**src/rtl/mux_arb_nto1_if.sv**
```systemverilog
// Handshake bundle for the N-to-1 mux/arbiter: per-channel inputs with valid/ready,
// plus one registered output with valid/ready and source index.
interface mux_arb_nto1_if #(
  parameter int unsigned WIDTH = 4,
  parameter int unsigned N     = 4
);
  localparam int unsigned SW = $clog2(N);

  logic [N*WIDTH-1:0] in_data;
  logic [N-1:0]       in_valid;
  logic [N-1:0]       in_ready;
  logic [SW-1:0]      sel;
  logic               mode;
  logic [WIDTH-1:0]   out;
  logic               out_valid;
  logic               out_ready;
  logic [SW-1:0]      out_src;

  modport master (
    output in_data, in_valid, sel, mode, out_ready,
    input  in_ready, out, out_valid, out_src
  );

  modport slave (
    input  in_data, in_valid, sel, mode, out_ready,
    output in_ready, out, out_valid, out_src
  );
endinterface

```
**src/rtl/mux_arb_nto1.sv**
```systemverilog
// N-to-1 multiplexer/arbiter: select or round-robin choice of one channel into a
// single registered output stage with valid/ready flow control.
module mux_arb_nto1 #(
  parameter int unsigned WIDTH = 4,
  parameter int unsigned N     = 4
) (
  input  logic           clk,
  input  logic           rst_n,
  mux_arb_nto1_if.slave  bus
);
  localparam int unsigned SW = $clog2(N);

  logic [SW-1:0]    ptr;
  logic [SW-1:0]    cand;
  logic [SW-1:0]    idx_s;
  logic             hit;
  logic             open;
  logic             take;
  logic [N-1:0]     grant;
  logic [WIDTH-1:0] out_q;
  logic [SW-1:0]    src_q;
  logic             valid_q;

  // Candidate selection; round-robin scans ptr+1 .. ptr+N modulo N.
  always_comb begin
    hit   = 1'b0;
    cand  = '0;
    idx_s = '0;
    if (!bus.mode) begin
      if (32'(bus.sel) < N) begin
        cand = bus.sel;
        hit  = bus.in_valid[bus.sel];
      end
    end else begin
      for (int unsigned k = 1; k <= N; k++) begin
        idx_s = SW'((32'(ptr) + k) % N);
        if (!hit && bus.in_valid[idx_s]) begin
          hit  = 1'b1;
          cand = idx_s;
        end
      end
    end
  end

  assign open = !valid_q || bus.out_ready;
  assign take = rst_n && open && hit;

  always_comb begin
    grant = '0;
    if (take) grant[cand] = 1'b1;
  end

  assign bus.in_ready  = grant;
  assign bus.out       = out_q;
  assign bus.out_src   = src_q;
  assign bus.out_valid = valid_q;

  always_ff @(posedge clk or negedge rst_n) begin
    if (!rst_n) begin
      out_q   <= '0;
      src_q   <= '0;
      valid_q <= 1'b0;
      ptr     <= SW'(N - 1);
    end else if (take) begin
      out_q   <= bus.in_data[cand*WIDTH +: WIDTH];
      src_q   <= cand;
      valid_q <= 1'b1;
      ptr     <= cand;
    end else if (bus.out_ready) begin
      valid_q <= 1'b0;
    end
  end
endmodule

```
**src/flat_wrapper.sv**
```systemverilog
// flat-port wrapper written by rule: the top's interface ports become plain ports
module mux_arb_nto1_flat 
#(
  parameter int unsigned WIDTH = 4,
  parameter int unsigned N     = 4
)
  (clk, rst_n, bus_in_data, bus_in_valid, bus_sel, bus_mode, bus_out_ready, bus_in_ready, bus_out, bus_out_valid, bus_out_src);
  mux_arb_nto1_if #(.WIDTH(WIDTH), .N(N)) bus_i ();
  input  logic clk;
  input  logic rst_n;
  input wire logic [$bits(bus_i.in_data)-1:0] bus_in_data;
  input wire logic [$bits(bus_i.in_valid)-1:0] bus_in_valid;
  input wire logic [$bits(bus_i.sel)-1:0] bus_sel;
  input wire logic [$bits(bus_i.mode)-1:0] bus_mode;
  input wire logic [$bits(bus_i.out_ready)-1:0] bus_out_ready;
  output wire logic [$bits(bus_i.in_ready)-1:0] bus_in_ready;
  output wire logic [$bits(bus_i.out)-1:0] bus_out;
  output wire logic [$bits(bus_i.out_valid)-1:0] bus_out_valid;
  output wire logic [$bits(bus_i.out_src)-1:0] bus_out_src;
  assign bus_i.in_data = bus_in_data;
  assign bus_i.in_valid = bus_in_valid;
  assign bus_i.sel = bus_sel;
  assign bus_i.mode = bus_mode;
  assign bus_i.out_ready = bus_out_ready;
  assign bus_in_ready = bus_i.in_ready;
  assign bus_out = bus_i.out;
  assign bus_out_valid = bus_i.out_valid;
  assign bus_out_src = bus_i.out_src;
  mux_arb_nto1 #(.WIDTH(WIDTH), .N(N)) u_core (.clk(clk), .rst_n(rst_n), .bus(bus_i));
endmodule
```
**config.mk**
```make
export PLATFORM = sky130hd
export DESIGN_NAME = mux_arb_nto1_flat
export DESIGN_NICKNAME = d
export VERILOG_FILES = /design/src/rtl/mux_arb_nto1_if.sv /design/src/rtl/mux_arb_nto1.sv /design/src/flat_wrapper.sv
export SDC_FILE = /design/constraint.sdc
export NUM_CORES = 1
export LEC_CHECK = 0
export ABC_AREA = 1
export CAP_MARGIN = 20
export CORE_MARGIN = 1
export CORE_UTILIZATION = 44
export CTS_CLUSTER_SIZE = 25
export DETAILED_ROUTE_END_ITERATION = 6
export PLACE_DENSITY = 0.81
export SLEW_MARGIN = 20
export SYNTH_ARGS = -nofsm -noshare
export SYNTH_HDL_FRONTEND = slang
export SYNTH_SLANG_ARGS = --single-unit
```
**constraint.sdc**
```tcl
create_clock -name clk -period 2.72 [get_ports clk]
set_input_delay 0.816 -clock clk [delete_from_list [all_inputs] [get_ports clk]]
set_output_delay 0.816 -clock clk [all_outputs]
set_load 0.01 [all_outputs]
```
[After elaboration in Yosys (flattened, before gate mapping)]
Cells that the tools add are included.
Storage, ports and cells
  flip-flop bits (word level): 9
  input bits: 26
  output and inout port bits: 11
Cells by class
  $add $sub $neg: 4
  order comparisons: 7
  shift operators: 1
  muxes and demuxes: 28
  reduce and logical (&&, ||, !) cells: 12
Operators by type and width (count)
  2-bit by 3-bit < comparator with 1-bit output, second input constant: 6
  1-bit 2-to-1 mux: 16
  16-bit by 5-bit variable part select with 4-bit output: 1
  1-bit binary-select mux with 2-bit select: 5
  2-bit 2-to-1 mux: 5
  1-bit logical AND: 6
  2-bit by 1-bit adder with 2-bit output, second input constant: 2
  2-bit adder, second input constant: 2
  1-bit logical NOT: 4
  4-bit 2-to-1 mux: 1
  1-bit demux with 2-bit select: 1
  2-bit by 1-bit >= comparator with 1-bit output, second input constant: 1
  2-bit nonzero test: 1
  1-bit logical OR: 1

[Logic depth before layout (Yosys ltp)]
Gate-level depths: netlist (run 1).
  depth in word-level cells: 22
  gate-level depth with buffers: 17
  gate-level depth less buffers: 15

[Worst setup path before layout (run 1)]
Ideal clock, no wire load.
  path kind: input port to output port
  start: in bus_in_valid[2]
  end: out bus_in_ready[0]
  arrival: 1.975 ns
  required time: 1.904 ns
  slack: -0.071 ns
  stages: 12
  cell sequence: inv_1 -> nand2_2 -> nand2_2 -> nand2_1 -> nand2_1 -> nor2_1 -> nor2_1 -> nand2_2 -> nand3_4 -> nand2_4 -> buf_12 -> nor3_1
Between the ends
  word-level cells in the longest chain between the ends: 21
  elaborated cells on any way between the ends: 36
  classes of those cells: order compare: 2; mux: 26; reduce/logical: 8
Ends and longest elaborated chain
  from (decl): line flat_wrapper.sv:12  | input wire logic [$bits(bus_i.in_valid)-1:0] bus_in_valid;
  1-bit binary-select mux with 2-bit select: line mux_arb_nto1.sv:37  | if (!hit && bus.in_valid[idx_s]) begin
  1-bit 2-to-1 mux (not written as such): line mux_arb_nto1.sv:37
  1-bit 2-to-1 mux: line mux_arb_nto1.sv:37
  1-bit 2-to-1 mux: line mux_arb_nto1.sv:29  | if (!bus.mode) begin
  1-bit logical NOT: line mux_arb_nto1.sv:37
  1-bit logical AND: line mux_arb_nto1.sv:37
  1-bit 2-to-1 mux: line mux_arb_nto1.sv:37
  1-bit 2-to-1 mux: line mux_arb_nto1.sv:29
  [... 5 more ...]
  1-bit logical AND: line mux_arb_nto1.sv:37
  2-bit 2-to-1 mux: line mux_arb_nto1.sv:37
  2-bit 2-to-1 mux: line mux_arb_nto1.sv:29
  2-bit by 3-bit < comparator with 1-bit output (not written as such) / 2-bit by 1-bit >= comparator with 1-bit output (equally long branches): line mux_arb_nto1.sv:50  | if (take) grant[cand] = 1'b1;
  1-bit logical AND (not written as such): line mux_arb_nto1.sv:50
  1-bit 2-to-1 mux (not written as such): line mux_arb_nto1.sv:50
  1-bit demux with 2-bit select
  4-bit 2-to-1 mux *: line mux_arb_nto1.sv:50
  to (decl): line flat_wrapper.sv:16  | output wire logic [$bits(bus_i.in_ready)-1:0] bus_in_ready;
Every way passes the cells marked *; elsewhere a longest branch is shown, timed or not. The select of a mux whose other input is x is not followed.

[Worst setup path after layout (run 1)]
  start: in bus_in_valid[2]
  end: out bus_in_ready[3]
Same word-level chain as after synthesis.

==> out/metrics.cfg, run 1 <==
[outcome]
status = finished, violations left
violations = setup timing

[drt]
route.met3.wl_um = 605
drt_iter0_markers = 126
wirelength_um = 5487
routed-wl-met2_um = 2516
vias = 1571
dr.pass1.iters = 4
wl_met1_um = 1734
wl_per_cell_um = 20.63
via_per_inst = 5.906
top_layer = met4
ant_nets = 0
drc_errors = 0

[setup_path]
rr_endpoint = u_core.bus.out_src[1]
rr_worst_depth = 23
crit_chain = buf_2 > inv_2 > nand2_2 > nand2_2 > nand2_2 > nand2_2 > nand4_1 > nand2_2 > inv_1 > nand3_1 > nand2_1 > nor2_4 > buf_6
arrival_ns = 2.30
required_ns = 1.90
cp_common_cell = nand2_2
path_class = in2out
cp_slowest_stage_delay_ns = 0.17
reg2reg_from = u_core.ptr[0]
startpoint_type = input pin
worstPathMaxFanout = 3
reg2reg_slack_ns = -0.32
crit_slowest_cell = nor2_4
end_kind = primary output

[clocking]
ctsHoldBuffers = 0
cts_sinks = 9
numCtsBuffers = 3
tritoncts = built
cts_buffer_depth = 2
insertion_delay_ns = 0.28
cts.htree.levels = 1
cts_root_buf = clkbuf_4
clk_pin_slew_ns = 0.07

[timing]
finalCritPeriodShare_pct = 114.4
setup_viol = 6
rsz0062_at_grt = true
maxSlewViolCount = 0
finalHoldViolations = 0
skew_ns = 0.006968
setup_ws_ns = -0.3926
slew-limit-headroom_pct = 84.05
fin_crit_ns = 3.113
worst_slew_pin_slew_ns = 0.2368
max_clock_freq_mhz = 321.3

[hold_path]
hp-class = reg2reg
hold-path-endpoint = u_core.bus.out[2]
min_path_cells = 2
worstHoldStart = u_core.bus.out[2]

[logic_synthesis]
ys_types = 23
yosys.area.top_type = nand2_1
syn_nets = 186
ys_warn_count = 0
synth.area.mux_share_pct = 0
synth_area_leaders = nand2_1 19%, dfrtp_1 18%, inv_1 11%
syn_area_um2 = 992.2
synth_top_family_by_area = simple AND/OR/NAND/NOR gates
synth.avg_cell_area_um2 = 6.201
synth-seq-cells = 9
synth_compound_area_share_pct = 8.197
synth_xor_area_share_pct = 0
synthSimpleGateAreaFrac_pct = 53.09
synthCells = 160
synthAdderAreaFrac_pct = 0
seq_area_frac_synth_pct = 22.95
yosys.area.top_type_share_pct = 18.92

[place]
port_buffers = 36
place_inst = 238
post-dp-hpwl_um = 2255
dpl_cell_area_um2 = 1493
place.gp.congestion = 0.9299

[power_and_ir_drop]
cellPowerDensity_nw_per_um2 = 1107
ir_drop_mv = 0.8139
leakage_uw = 0.0009706

[grt]
grt_pass1_wl_um = 6555
grt_pass1_vias = 1445
antenna_found_initial = 0
grt_use_total_pct = 36.19
grt_start_max_net_pins = 10
grt.overflow.total = 0

[die]
dieHeight_um = 49.49
fp.dieArea_um2 = 2449
pin_count = 37
coreArea_um2 = 2042
num_rows = 16
initial_utilization_pct = 48.59
die_x_um = 49.49

[job]
max-cap-violations = 0

[layout]
final-instance-count-excl-fill = 266
antenna_cells = 0
finalNetCount = 266
design_area_um2 = 1834
drive_gt1_share_pct = 50.21
area_growth_pct = 84.87

timing repair:
action,4_1_cts,5_1_grt
resized for setup,68,27
endpoints found under the setup margin,4,6
buffers inserted,22,1
pin swaps,20,9
endpoints found under the hold margin,0,0
gates cloned,1,0
through the flow:
step	power, uW	setup slack [ns]	util [%]	TNS, ns	hold slack [ns]
after floorplan	953.7	-0.02539	-	-0.05078	0.5155
after global placement	1273	-0.9447	73.10	-3.699	0.4655
after detailed placement	1305	-1.032	73.10	-3.921	0.4648
after CTS	1654	-0.2003	83.76	-0.9753	0.4928
after global routing	2104	-0.4889	89.83	-2.522	0.5256
final	2030	-0.3926	89.83	-2.113	0.5049
kinds of logic after synthesis:
kind of cell           after synthesis
and+or+nand+nor                    106
buffers and inverters               33
AOI/OAI and AO/OA                   12
DFF                                  9
final cells by class:
cell class,instances,area [um2]
clock buffers,4,26.28
flip-flops and latches,9,227.7
multi-input cells,118,779.5
repair inverters,1,6.256
fillers,84,207.7
inverters,30,122.6
well taps,27,33.78
repair buffers,77,638.1
registers in the layout, indices dropped and copies added (netlist names):
signal and count:
u_core.bus.out 4, u_core.bus.out_src 2, u_core.bus.out_valid 1, u_core.ptr 2
report_power, final:
group          internal, uW  switching [uW]  leakage (uW)  total (uW)
sequential              203            49.9      0.000108         253
clock                  57.0            54.3     0.0000150         111
combinational           692             974      0.000847        1670
cells in the final DEF, fill, tap and decap left out, drive strengths merged:
cell           netlist  layout
nand2               70      70
buf                  2      48
inv                 30      31
clkdlybuf4s50        0      23
nand3               23      23
nor2                10      10
o21ai                8       8
dfrtp                7       7
dlygate4sd2          0       5
clkbuf               1       5
a21oi                3       3
nor3                 2       2
dfstp                2       2
nand4                1       1
o21bai               1       1
Yosys cell counts:
cell,number
a21oi_1,2
a21oi_2,1
buf_12,1
buf_6,1
clkbuf_2,1
dfrtp_1,7
dfstp_2,2
inv_1,28
inv_2,1
inv_8,1
nand2_1,50
nand2_2,16
nand2_4,4
nand3_1,21
nand3_2,1
nand3_4,1
nand4_1,1
nor2_1,9
nor2_4,1
nor3_1,2
o21ai_0,7
o21ai_4,1
o21bai_2,1
critical path: cells and delay by family:
family        cells  cell delay, ns
buf+inv           4            0.42
simple gates      9            1.06
per-layer routing:
| layer | global-route usage (%) | vias up |
|---|---|---|
| li1 | - | 645 |
| met1 | 37.50 | 705 |
| met2 | 67.35 | 150 |
| met3 | 5.556 | 71 |
| met4 | 22.38 | 0 |
| met5 | 0 | - |
worst max path at each step:
stage                            to  slack, ns       startpoint
floorplan           bus_in_ready[1]      -0.03         bus_mode
global placement    bus_in_ready[2]      -0.94  bus_in_valid[1]
detailed placement  bus_in_ready[2]      -1.03  bus_in_valid[3]
CTS                 bus_in_ready[2]      -0.20    u_core.ptr[0]
global route        bus_in_ready[3]      -0.49  bus_in_valid[2]
finish              bus_in_ready[3]      -0.39  bus_in_valid[2]
Power figures use the tool's default switching activity.
==> run 2, diff against run 1 <==
--- a/config.mk
+++ b/config.mk
@@ -12,6 +12,7 @@
 export CTS_CLUSTER_SIZE = 25
 export DETAILED_ROUTE_END_ITERATION = 6
 export PLACE_DENSITY = 0.81
+export SKIP_LAST_GASP = 1
 export SLEW_MARGIN = 20
 export SYNTH_ARGS = -nofsm -noshare
 export SYNTH_HDL_FRONTEND = slang
==> results of run 2 <==
Same layout as run 1: the final DEF is identical, and so are final timing and power.
==> run 3, diff against run 2 <==
--- a/config.mk
+++ b/config.mk
@@ -8,10 +8,10 @@
 export ABC_AREA = 1
 export CAP_MARGIN = 20
 export CORE_MARGIN = 1
-export CORE_UTILIZATION = 44
+export CORE_UTILIZATION = 30
 export CTS_CLUSTER_SIZE = 25
 export DETAILED_ROUTE_END_ITERATION = 6
-export PLACE_DENSITY = 0.81
+export PLACE_DENSITY = 0.59
 export SKIP_LAST_GASP = 1
 export SLEW_MARGIN = 20
 export SYNTH_ARGS = -nofsm -noshare
==> run 3 against run 2 <==
The flow still finishes with violations (setup timing). Setup slack better by 0.17 ns. Non-clock buffer count is the same. Cell count up 6.0%. Via count shrank 20%. Wire length is 46% lower. Sequential cell count unchanged. Critical path type is now reg2out. Largest cell class unchanged.
==> out/metrics.cfg, run 3 (synthesis gave the netlist of run 1 again) <==
[outcome]
status = finished, violations left
violations = setup timing

[layout]
antenna_cells = 0  ; unchanged
final_util_pct = 59.15  ; -31 points
drive_gt1_share_pct = 47.90  ; -2.3 points
area_growth_pct = 84.99  ; about the same
final_common_cell = buf_4
finalNetCount = 265  ; -0.38%
mostFrequentLayoutCells = 40 x buf_4, 36 x nand2_1, 25 x inv_1
largest_reg_flops = 4  ; unchanged

[timing]
setup_viol = 4  ; -2
finalCritPeriodShare_pct = 108.2  ; -6.3 points
max_clock_freq_mhz = 339.9  ; +5.8%
maxSlewViolCount = 0  ; unchanged
slew-limit-headroom_pct = 84.61  ; +0.56 points
finalHoldViolations = 0  ; unchanged
setup_ws_ns = -0.2218  ; +0.1708 ns
rsz0062_at_grt = true
worst_slew_pin_slew_ns = 0.2300  ; -0.006752 ns
fin_crit_ns = 2.942  ; -0.1708 ns
holdWs_ns = 0.4855  ; -0.01944 ns
skew_ns = 0.005119  ; -0.001849 ns

[grt]
antenna_found_initial = 0  ; unchanged
grt_use_total_pct = 17.33  ; -19 points
grt_start_max_net_pins = 10  ; unchanged
grt_pass1_vias = 1191  ; -18%
grt_pass1_wl_um = 4754  ; -27%
grt.overflow.total = 0  ; unchanged

[drt]
ant_nets = 0  ; unchanged
drt_iter0_markers = 63  ; -50%
wl_per_cell_um = 10.58  ; -49%
vias = 1255  ; -20%
dr.pass1.iters = 5  ; +1
drc_errors = 0  ; unchanged
wirelength_um = 2983  ; -46%
via_per_inst = 4.450  ; -25%

[setup_path]
startpoint_type = flip-flop
end_kind = primary output
path_class = reg2out
cp_slowest_stage_delay_ns = 0.56  ; +0.39 ns
worstPathMaxFanout = 9  ; +6
path_buf_inv = 5  ; +1
arrival_ns = 2.13  ; -0.17 ns
crit_chain = buf_6 > inv_8 > nand2_2 > nand2_4 > nand2_2 > nand2_2 > buf_4 > a21oi_2 > nand2_2 > nand3_4 > nand2_4 > buf_4 > nor2_2 > buf_2
cpLargestDelayFamily = simple AND/OR/NAND/NOR gates
required_ns = 1.90  ; about the same
cp_common_cell = nand2_2
crit_slowest_cell = dfstp_2

[power_and_ir_drop]
swShare_pct = 47.04  ; -6.1 points
combPwrFrac_pct = 80.6  ; -1.5 points
clockPowerShare_pct = 5.7  ; +0.2 points
p_sw_uw = 843.0  ; -22%
leakage_uw = 0.0009881  ; +1.8%
cellPowerDensity_nw_per_um2 = 976.4  ; -12%
pwr-share-seq_pct = 13.7  ; +1.2 points
ir_drop_mv = 0.4177  ; -49%
power.internal_uw = 949.1  ; -0.31%
p_total_uw = 1792  ; -12%

[place]
port_buffers = 36  ; unchanged
place.gp.congestion = 0.8722  ; -6.2%
post-dp-hpwl_um = 2197  ; -2.6%

[clocking]
cts_root_buf = clkbuf_4
clk_pin_slew_ns = 0.06  ; about the same
tritoncts = built
insertion_delay_ns = 0.26  ; -0.02 ns
cts_sinks = 9  ; unchanged
cts_buffer_depth = 2  ; unchanged
numCtsBuffers = 3  ; unchanged
cts.htree.levels = 1  ; unchanged

[job]
max-cap-violations = 0  ; unchanged

[die]
num_rows = 20  ; +4
dieHeight_um = 59.51  ; +20%
coreArea_um2 = 3103  ; +52%
initial_utilization_pct = 31.98  ; -17 points
die_x_um = 59.51  ; +20%
fp.dieArea_um2 = 3541  ; +45%
pin_count = 37  ; unchanged

[hold_path]
hp-class = reg2reg

==> run 3: changes by cell type in the layout (fill, tap and decap cells not counted), sizes merged <==
cell,previous run,this run
buf,48,49
inv,31,30
dlygate4sd2,5,4
==> run 3: final timing paths <==
| check | endpoint | cells past startpoint | slack (ns) | startpoint |
|---|---|---|---|---|
| max in group asynchronous | u_core.ptr[1] | 2 | 1.88 | rst_n |
| setup reg to reg | u_core.bus.out[0] | 18 | 0.51 | u_core.ptr[0] |
| setup / recovery | bus_in_ready[2] | 14 | -0.22 | u_core.ptr[0] |
| hold / removal | u_core.bus.out[0] | 2 | 0.49 | u_core.bus.out[0] |
| hold reg to reg | u_core.bus.out[0] | 2 | 0.49 | u_core.bus.out[0] |
| min in group asynchronous | u_core.bus.out_src[1] | 2 | 0.63 | rst_n |
==> run 3: worst min-delay path, stage by stage (launching register included) <==
cell     delay (ns)
dfrtp_1        0.35
nand2_1        0.05
nand2_1        0.05
==> run 3: area by class of cell <==
| class | instances | area (um2) |
|---|---|---|
| well taps | 44 | 55.05 |
| multi-input cells | 118 | 757.0 |
| repair buffers | 77 | 646.9 |
| flip-flops and latches | 9 | 227.7 |
| fillers | 305 | 1267 |
| inverters | 30 | 122.6 |
| clock buffers | 4 | 26.28 |
==> run 3: stage by stage <==
step                      instance area (um2)  setup slack, ns  setup TNS [ns]  cells
final                                    1836          -0.2218         -0.7554    282
after global routing                     1836          -0.3214          -1.215    282
after CTS                                1713          -0.2132         -0.7353    278
after detailed placement                 1544          -0.9940          -3.875    259
after global placement                   1544          -0.9551          -3.794    259
after floorplan                         999.7         -0.02539        -0.05078    160
==> run 3: what timing repair did <==
item | 4_1_cts | 5_1_grt
gates resized for setup | 67 | 24
endpoints found under the setup margin | 4 | 4
pin swaps | 21 | 21
setup buffers | 15 | 4
hold buffers | 0 | 0
==> run 3: layer usage <==
| metal | wire length (um) | track usage [%] | vias up |
|---|---|---|---|
| li1 | - | - | 645 |
| met1 | 1212 | 19.76 | 567 |
| met2 | 1591 | 32.42 | 35 |
| met3 | 102 | 2.838 | 8 |
| met4 | 78 | 5.648 | 0 |
| met5 | 0 | 0 | - |
==> run 3: power groups by stage <==
stage	combinational, uW	sequential (uW)	clock [uW]
after CTS	1290	244	103
after global routing	1570	251	112
after detailed placement	1060	262	0
final	1450	245	102
after global placement	1050	260	0
after floorplan	695	259	0
